### src/rtl/vc_fifo_if.sv
// rtl/vc_fifo_if.sv - push/pop handshake and status bundle for one virtual-channel FIFO
interface vc_fifo_if #(
  parameter int DATA_WIDTH = 6,
  parameter int ADDR_WIDTH = 2
);
  logic                  push;
  logic [DATA_WIDTH-1:0] data_in;
  logic                  pop;
  logic [DATA_WIDTH-1:0] data_out;
  logic                  valid_out;
  logic [ADDR_WIDTH:0]   count;
  logic                  full;
  logic                  empty;
  logic                  almost_full;
  logic                  almost_empty;
  logic                  fifo_error;

  modport master (
    output push, data_in, pop,
    input  data_out, valid_out, count, full, empty, almost_full, almost_empty, fifo_error
  );

  modport slave (
    input  push, data_in, pop,
    output data_out, valid_out, count, full, empty, almost_full, almost_empty, fifo_error
  );
endinterface

### src/rtl/vc_fifo.sv
// rtl/vc_fifo.sv - per-VC FIFO with registered read, occupancy flags and illegal-access error
// Define VC_FIFO_ERR_STICKY_EN to make fifo_error latch until reset instead of pulsing.
module vc_fifo #(
  parameter int DATA_WIDTH = 6,
  parameter int ADDR_WIDTH = 2,
  parameter int AF_THRESH  = 3,
  parameter int AE_THRESH  = 1
) (
  input  logic      clk,
  input  logic      reset,
  vc_fifo_if.slave  bus
);
  localparam int                  DEPTH_N   = 2 ** ADDR_WIDTH;
  localparam logic [ADDR_WIDTH:0] DEPTH     = DEPTH_N[ADDR_WIDTH:0];
  localparam logic [ADDR_WIDTH:0] AF_LVL    = AF_THRESH[ADDR_WIDTH:0];
  localparam logic [ADDR_WIDTH:0] AE_LVL    = AE_THRESH[ADDR_WIDTH:0];
  localparam logic [ADDR_WIDTH:0] CNT_ONE   = {{ADDR_WIDTH{1'b0}}, 1'b1};
  localparam logic [ADDR_WIDTH-1:0] PTR_ONE = {{(ADDR_WIDTH-1){1'b0}}, 1'b1};

  logic [DATA_WIDTH-1:0] mem_q [DEPTH_N];
  logic [ADDR_WIDTH-1:0] wr_ptr_q, wr_ptr_d;
  logic [ADDR_WIDTH-1:0] rd_ptr_q, rd_ptr_d;
  logic [ADDR_WIDTH:0]   count_q, count_d;
  logic [DATA_WIDTH-1:0] data_out_q, data_out_d;
  logic                  valid_q, valid_d;
  logic                  err_q, err_d;

  logic full_w, empty_w;
  logic push_ok, pop_ok, err_evt;

  assign full_w  = (count_q == DEPTH);
  assign empty_w = (count_q == '0);

  // A full FIFO still takes a push when the same cycle frees a slot; an empty one never bypasses.
  assign pop_ok  = bus.pop & ~empty_w;
  assign push_ok = bus.push & (~full_w | pop_ok);
  assign err_evt = (bus.push & full_w & ~bus.pop) | (bus.pop & empty_w);

  always_comb begin
    wr_ptr_d   = wr_ptr_q;
    rd_ptr_d   = rd_ptr_q;
    count_d    = count_q;
    data_out_d = '0;
    valid_d    = 1'b0;
    if (push_ok) begin
      wr_ptr_d = wr_ptr_q + PTR_ONE;
    end
    if (pop_ok) begin
      rd_ptr_d   = rd_ptr_q + PTR_ONE;
      data_out_d = mem_q[rd_ptr_q];
      valid_d    = 1'b1;
    end
    case ({push_ok, pop_ok})
      2'b10:   count_d = count_q + CNT_ONE;
      2'b01:   count_d = count_q - CNT_ONE;
      default: count_d = count_q;
    endcase
`ifdef VC_FIFO_ERR_STICKY_EN
    err_d = err_q | err_evt;
`else
    err_d = err_evt;
`endif
  end

  always_ff @(posedge clk or posedge reset) begin
    if (reset) begin
      wr_ptr_q   <= '0;
      rd_ptr_q   <= '0;
      count_q    <= '0;
      data_out_q <= '0;
      valid_q    <= 1'b0;
      err_q      <= 1'b0;
    end else begin
      wr_ptr_q   <= wr_ptr_d;
      rd_ptr_q   <= rd_ptr_d;
      count_q    <= count_d;
      data_out_q <= data_out_d;
      valid_q    <= valid_d;
      err_q      <= err_d;
    end
  end

  // Storage is left uninitialised; occupancy gating keeps stale entries unobservable.
  always_ff @(posedge clk) begin
    if (push_ok) begin
      mem_q[wr_ptr_q] <= bus.data_in;
    end
  end

  assign bus.data_out     = data_out_q;
  assign bus.valid_out    = valid_q;
  assign bus.count        = count_q;
  assign bus.full         = full_w;
  assign bus.empty        = empty_w;
  assign bus.almost_full  = (count_q >= AF_LVL);
  assign bus.almost_empty = (count_q <= AE_LVL);
  assign bus.fifo_error   = err_q;
endmodule

### src/flat_wrapper.sv
// flat-port wrapper written by rule: the top's interface ports become plain ports
module vc_fifo_flat 
#(
  parameter int DATA_WIDTH = 6,
  parameter int ADDR_WIDTH = 2,
  parameter int AF_THRESH  = 3,
  parameter int AE_THRESH  = 1
)
  (clk, reset, bus_push, bus_data_in, bus_pop, bus_data_out, bus_valid_out, bus_count, bus_full, bus_empty, bus_almost_full, bus_almost_empty, bus_fifo_error);
  vc_fifo_if #(.DATA_WIDTH(DATA_WIDTH), .ADDR_WIDTH(ADDR_WIDTH)) bus_i ();
  input  logic clk;
  input  logic reset;
  input wire logic [$bits(bus_i.push)-1:0] bus_push;
  input wire logic [$bits(bus_i.data_in)-1:0] bus_data_in;
  input wire logic [$bits(bus_i.pop)-1:0] bus_pop;
  output wire logic [$bits(bus_i.data_out)-1:0] bus_data_out;
  output wire logic [$bits(bus_i.valid_out)-1:0] bus_valid_out;
  output wire logic [$bits(bus_i.count)-1:0] bus_count;
  output wire logic [$bits(bus_i.full)-1:0] bus_full;
  output wire logic [$bits(bus_i.empty)-1:0] bus_empty;
  output wire logic [$bits(bus_i.almost_full)-1:0] bus_almost_full;
  output wire logic [$bits(bus_i.almost_empty)-1:0] bus_almost_empty;
  output wire logic [$bits(bus_i.fifo_error)-1:0] bus_fifo_error;
  assign bus_i.push = bus_push;
  assign bus_i.data_in = bus_data_in;
  assign bus_i.pop = bus_pop;
  assign bus_data_out = bus_i.data_out;
  assign bus_valid_out = bus_i.valid_out;
  assign bus_count = bus_i.count;
  assign bus_full = bus_i.full;
  assign bus_empty = bus_i.empty;
  assign bus_almost_full = bus_i.almost_full;
  assign bus_almost_empty = bus_i.almost_empty;
  assign bus_fifo_error = bus_i.fifo_error;
  vc_fifo #(.DATA_WIDTH(DATA_WIDTH), .ADDR_WIDTH(ADDR_WIDTH), .AF_THRESH(AF_THRESH), .AE_THRESH(AE_THRESH)) u_core (.clk(clk), .reset(reset), .bus(bus_i));
endmodule
### config.mk
export PLATFORM = sky130hd
export DESIGN_NAME = vc_fifo_flat
export DESIGN_NICKNAME = d
export VERILOG_FILES = /design/src/rtl/vc_fifo_if.sv /design/src/rtl/vc_fifo.sv /design/src/flat_wrapper.sv
export SDC_FILE = /design/constraint.sdc
export NUM_CORES = 1
export LEC_CHECK = 0
export ABC_AREA = 1
export BUFFER_PORTS_ARGS = -buffer_cell sky130_fd_sc_hd__buf_4
export CORE_MARGIN = 10
export CORE_UTILIZATION = 45
export DETAILED_ROUTE_END_ITERATION = 16
export MAX_ROUTING_LAYER = met4
export PLACE_DENSITY = 0.65
export SETUP_SLACK_MARGIN = 0.1
export SKIP_LAST_GASP = 1
export SYNTH_ARGS = -nofsm -noshare
export SYNTH_HDL_FRONTEND = slang
export SYNTH_SLANG_ARGS = --single-unit
export TNS_END_PERCENT = 1
### constraint.sdc
create_clock -name clk -period 2.1 [get_ports clk]
set_clock_uncertainty 0.15 [all_clocks]
set_input_delay 0.42 -clock clk [delete_from_list [all_inputs] [get_ports clk]]
set_output_delay 0.42 -clock clk [all_outputs]
set_load 0.02 [all_outputs]
After elaboration in Yosys (flattened, before gate mapping)

Memory sizes are Yosys's and may differ from the RTL's.
Index checks and enable logic that the tools add are counted.

Word-level logic and storage cells: 33
Register bits after elaboration: 15
Memories: 1
Input port bits: 10
Bits in writable memories: 24

Equal/unequal tests: 3
Reduce and logical (&&, ||, !) cells: 2
Bitwise gates (word level): 10
$lt $le $gt $ge: 2
Add/subtract/negate cells: 4
Mux-type cells: 5

Memories:

| memory       | depth | bits a word | read ports | clocked after Yosys merged registers in | write ports | line          | source |
|---|---|---|---|---|---|---|---|
| u_core.mem_q | 4     | 6           | 1          | 0                                       | 1           | vc_fifo.sv:20 | `logic [DATA_WIDTH-1:0] mem_q [DEPTH_N];` |

Operators by type and width:

| operator                                                       | count |
|---|---|
| two-way mux 6 bit                                              | 1 |
| case mux 3 bit (2 select lines)                                | 1 |
| AND 1 bit                                                      | 5 |
| adder 2 x 1 -> 2 bit, second input constant                    | 2 |
| adder 3 x 1 -> 3 bit, second input constant                    | 1 |
| equality test 3 bit, second input constant                     | 1 |
| >= comparator 3 x 2 -> 1 bit, second input constant            | 1 |
| less-or-equal comparator 3 x 1 -> 1 bit, second input constant | 1 |
| logical NOT 3 bit                                              | 1 |
| two-way mux 1 bit                                              | 3 |
| inverter 1 bit                                                 | 3 |
| subtractor 3 x 1 -> 3 bit, second input constant               | 1 |
| equality test 2 x 1 -> 1 bit, second input constant            | 1 |
| equality test 2 bit, second input constant                     | 1 |
| bitwise OR 1 bit                                               | 2 |
| nonzero test 2 bit                                             | 1 |

Longest topological paths before layout

Word-level depth: 7
Mapped depth: 9
Gate-level depth less buffers: 9

Worst setup path after synthesis

OpenSTA, ideal clock, no wires.

Path type: register to register
From: register u_core.count_q[0], in the netlist u_core.bus.count[0]
To: memory u_core.mem_q[0][0], enable pin
Period minus slack after synthesis: 2.031 ns
Stages on the path, launching flop included: 8
Library setup time: 0.350 ns
Data arrival time: 1.531 ns
Buffers on the path: 0
Slack: 0.069 ns
Path through: dfrtp_1 -> inv_1 -> ha_1 -> nand2_1 -> inv_2 -> nand2_2 -> nand2_4 -> nor2_1

Elaborated cells on any way between the ends: 9
Classes of those cells: 1 x eq/ne; 2 x mux; 5 x bitwise; 1 x reduce/logical

RTL lines:

| element                                 | line               | source |
|---|---|---|
| start: declaration                      | vc_fifo.sv:23      | `logic [ADDR_WIDTH:0] count_q, count_d;` |
| start signal: assignment                | vc_fifo.sv:76      | `count_q <= count_d;` |
| equality test 3 bit                     | vc_fifo.sv:31      | `assign full_w = (count_q == DEPTH);` |
| net bus_full                            | flat_wrapper.sv:19 | `output wire logic [$bits(bus_i.full)-1:0] bus_full;` |
| inverter 1 bit                          | vc_fifo.sv:36      | `assign push_ok = bus.push & (~full_w \| pop_ok);` |
| bitwise OR 1 bit                        | vc_fifo.sv:36      |  |
| AND 1 bit                               | vc_fifo.sv:36      |  |
| two-way mux 1 bit                       | vc_fifo.sv:85      | `if (push_ok) begin` |
| two-way mux 1 bit (implied by the code) | vc_fifo.sv:86      | `mem_q[wr_ptr_q] <= bus.data_in;` |
| end: declaration                        | vc_fifo.sv:20      |  |

The timed path passes the listed nets, and every way through them passes these cells.

Final worst setup path

From: register u_core.count_q[0], in the netlist u_core.bus.count[0]
To: output port bus_almost_full

Cells in the longest elaborated chain, start to end: 1

Ends and longest elaborated chain:

| element                      | line               | source |
|---|---|---|
| >= comparator 3 x 2 -> 1 bit | vc_fifo.sv:95      | `assign bus.almost_full = (count_q >= AF_LVL);` |
| end: declaration             | flat_wrapper.sv:21 | `output wire logic [$bits(bus_i.almost_full)-1:0] bus_almost_full;` |

No other way between the ends.

==> out/metrics.cfg <==
[status]
status = completed

[detailed_routing]
via_count = 1121
routed_via_density = 4.90
wire_per_inst_um = 15.1
drc = 0
drtPass1Iterations = 5
routed_wl_um = 3470
postRouteAntennaNets = 0
first_iter_violations = 110

[setup_path]
path_cells = ha_1, ha_1, nor2_1, o21ai_0, buf_4
rrSetupSlack_ns = 0.17
arrival_ns = 1.42
critPathCaptureType = output port
r2r_end = u_core.mem_q[2][2]
cpPeakStageDelay_ns = 0.42
crit_slowest_cell = dfrtp_1
critPathKind = register to output port
path_delay_family = flip-flops
crit_fanout = 4
reg2reg_from = u_core.bus.count[1]
crit_path_start_kind = register
cp.required_ns = 1.53
reg2reg_depth = 7
crit_top_cell = ha_1
critPathBufInv = 1

[cts]
cts_setup_buffers = 0
cts_tree = yes
numCtsBuffers = 5
htree_levels = 2
clockRootBuffer = clkbuf_8
cts_num_sinks = 39
worstSkewPairLatency_ns = 0.29
path_clk_slew_ns = 0.08
clock_path_buffers = 2

[die]
die_area_um2 = 6620
ios = 25
rows = 22
start_util = 0.462
core_um2 = 3660
die_w_um = 81.3
die_h_um = 81.3

[logic_synthesis]
postSynthAreaPerCell_um2 = 11.3
synthCells = 150
syn_nets = 168
synth-compound-area-share = 0.0680
synth-simple-area-share = 0.166
muxShareOfSynthArea = 0
synth_top_family_by_area = simple AND/OR/NAND/NOR gates
syn_area_um2 = 1690
synth_cell_type_count = 22
seq_area_frac_synth = 0.647
ys_ff_latch = 39
synth_fa_ha_area_frac = 0.0591
yosysWarnings = 0
synth_xor_area_frac = 0.0103

[cells_and_area]
diodes = 0
fin_util = 0.557
design.final.nets = 198
nFillCells = 325
drive_above_1_share = 0.265
syn2layout_area_growth_pct = 20.5

[grt]
antenna_found_initial = 0
grt_pass1_wl_um = 5720
grt-ovfl-total = 0
grt_util_all_layers = 0.115
grt_max_degree = 16
grt_pass1_vias = 1160

[timing]
relSlewSlack = 0.601
finalCriticalPeriod_ns = 1.99
setup_violations = 0
tns_ns = 0
rsz0062_at_grt = yes
min_period_over_period = 0.949
tightest_slew_ns = 0.598
final.setup.worst_slack_ns = 0.106
slew_violations = 0
max_freq_ghz = 0.502
final_hold_viol_count = 0

[place]
place_ws_ns = 0.103
dp_hpwl_um = 2650
gp_congestion = 0.792
portBuffers = 24

[power]
finalPower_mw = 2.96
p_leak_nw = 0.898
power_density_nw_per_um2 = 1450
peakVddDrop_mv = 0.600

[run]
maxCapViolCount = 0

[worst_hold_path]
hold_class = primary input to asynchronous set/reset pin

cells in the mapped netlist:
cell      count  area (um^2)
nor2_4        1         11.3
buf_2         3         15.0
inv_2         4         15.0
or2_0         1         6.26
o21ai_1      10         50.1
nand2_1      11         41.3
a21oi_1       7         35.0
ha_1          8          100
nand2_4       3         33.8
dfrtp_1      15          375
edfxtp_1     24          721
a21oi_2       1         8.76
nand2_2       1         6.26
xor2_1        2         17.5
inv_1        14         52.6
nand4_1       1         6.26
o22ai_1       1         6.26
o21ai_0       3         15.0
nand3_4       1         17.5
nand3_2       1         10.0
nor2_1       33          124
nand3_1       5         25.0
cells in the final DEF, fill, tap and decap left out, types with 2 or more instances in the layout:
master	instances
inv_1	14
a21oi_1	7
clkinvlp_4	2
o21ai_1	10
nand2_1	11
edfxtp_1	24
clkbuf_8	5
ha_1	7
dfrtp_1	15
o21ai_0	3
inv_2	4
nor2_1	32
buf_4	26
nand3_1	5
xor2_1	2
nand2_4	3
layer usage:
metal	routed length, um	vias to the layer above	track usage
li1	-	554	-
met1	1580	526	0.142
met2	1660	39	0.181
met3	207	2	0.0287
met4	15	0	0.0363
met5	0	-	-
stage by stage:
stage	hold slack, ns	cells	area (um^2)
2_1_floorplan	0.171	150	1690
3_3_place_gp	0.367	221	1930
3_5_place_dp	0.368	221	1930
4_1_cts	0.0617	229	2040
5_1_grt	0.0957	229	2040
6_report	0.0494	229	2040
cells by family after synthesis:
kind of cell / after synthesis
flip-flops: 39
AO/OA/AOI/OAI: 22
adder cells (fa/ha/maj): 8
buffers and inverters: 21
AND/OR/NAND/NOR: 58
XOR/XNOR: 2
registers in the layout (all words and copies together) (netlist names):
| signal | count |
|---|---|
| u_core.bus.data_out | 6 |
| u_core.mem_q | 24 |
| u_core.bus.valid_out | 1 |
| u_core.bus.fifo_error | 1 |
| u_core.rd_ptr_q | 2 |
| u_core.wr_ptr_q | 2 |
| u_core.bus.count | 3 |
worst register-to-register path: cells and delay by family (launching register included):
| family | cells | cell delay [ns] |
|---|---|---|
| flops | 1 | 0.41 |
| buf+inv | 2 | 0.19 |
| fa+ha+maj | 1 | 0.20 |
| simple gates | 4 | 0.65 |
timing repair:
action	CTS	global route
cloned	0	0
gates resized for setup	2	1
hold buffers	0	0
setup endpoints to repair	13	14
how the worst max path moves through the flow:
stage / from / end / slack (ns) / cells past startpoint
floorplan: u_core.bus.count[0] / u_core.mem_q[0][0] / 0.07 / 7
global placement: u_core.bus.count[0] / u_core.mem_q[2][4] / 0.18 / 7
detailed placement: u_core.bus.count[0] / u_core.mem_q[2][2] / 0.10 / 7
CTS: u_core.bus.count[1] / bus_almost_full / 0.10 / 5
global route: u_core.bus.count[1] / u_core.mem_q[2][2] / -0.009 / 7
finish: u_core.bus.count[0] / bus_almost_full / 0.11 / 5
where the power goes:
| group | internal (mW) | switching (mW) | total [mW] |
|---|---|---|---|
| combinational | 0.488 | 0.758 | 1.25 |
| clock | 0.237 | 0.271 | 0.508 |
| sequential | 1.04 | 0.159 | 1.20 |
| total | 1.77 | 1.19 | 2.96 |
cell type report:
| type | count | area [um^2] | share of cell area |
|---|---|---|---|
| Clock buffer | 5 | 68.8 | 0.0337 |
| Clock inverter | 3 | 23.8 | 0.0116 |
| Inverter | 18 | 67.6 | 0.0331 |
| Multi-Input combinational cell | 90 | 529 | 0.259 |
| Sequential cell | 39 | 1100 | 0.537 |
| Tap cell | 48 | 60.1 | 0.0294 |
| Timing Repair Buffer | 26 | 195 | 0.0956 |
Note: power is estimated with default switching activity, not from simulation.
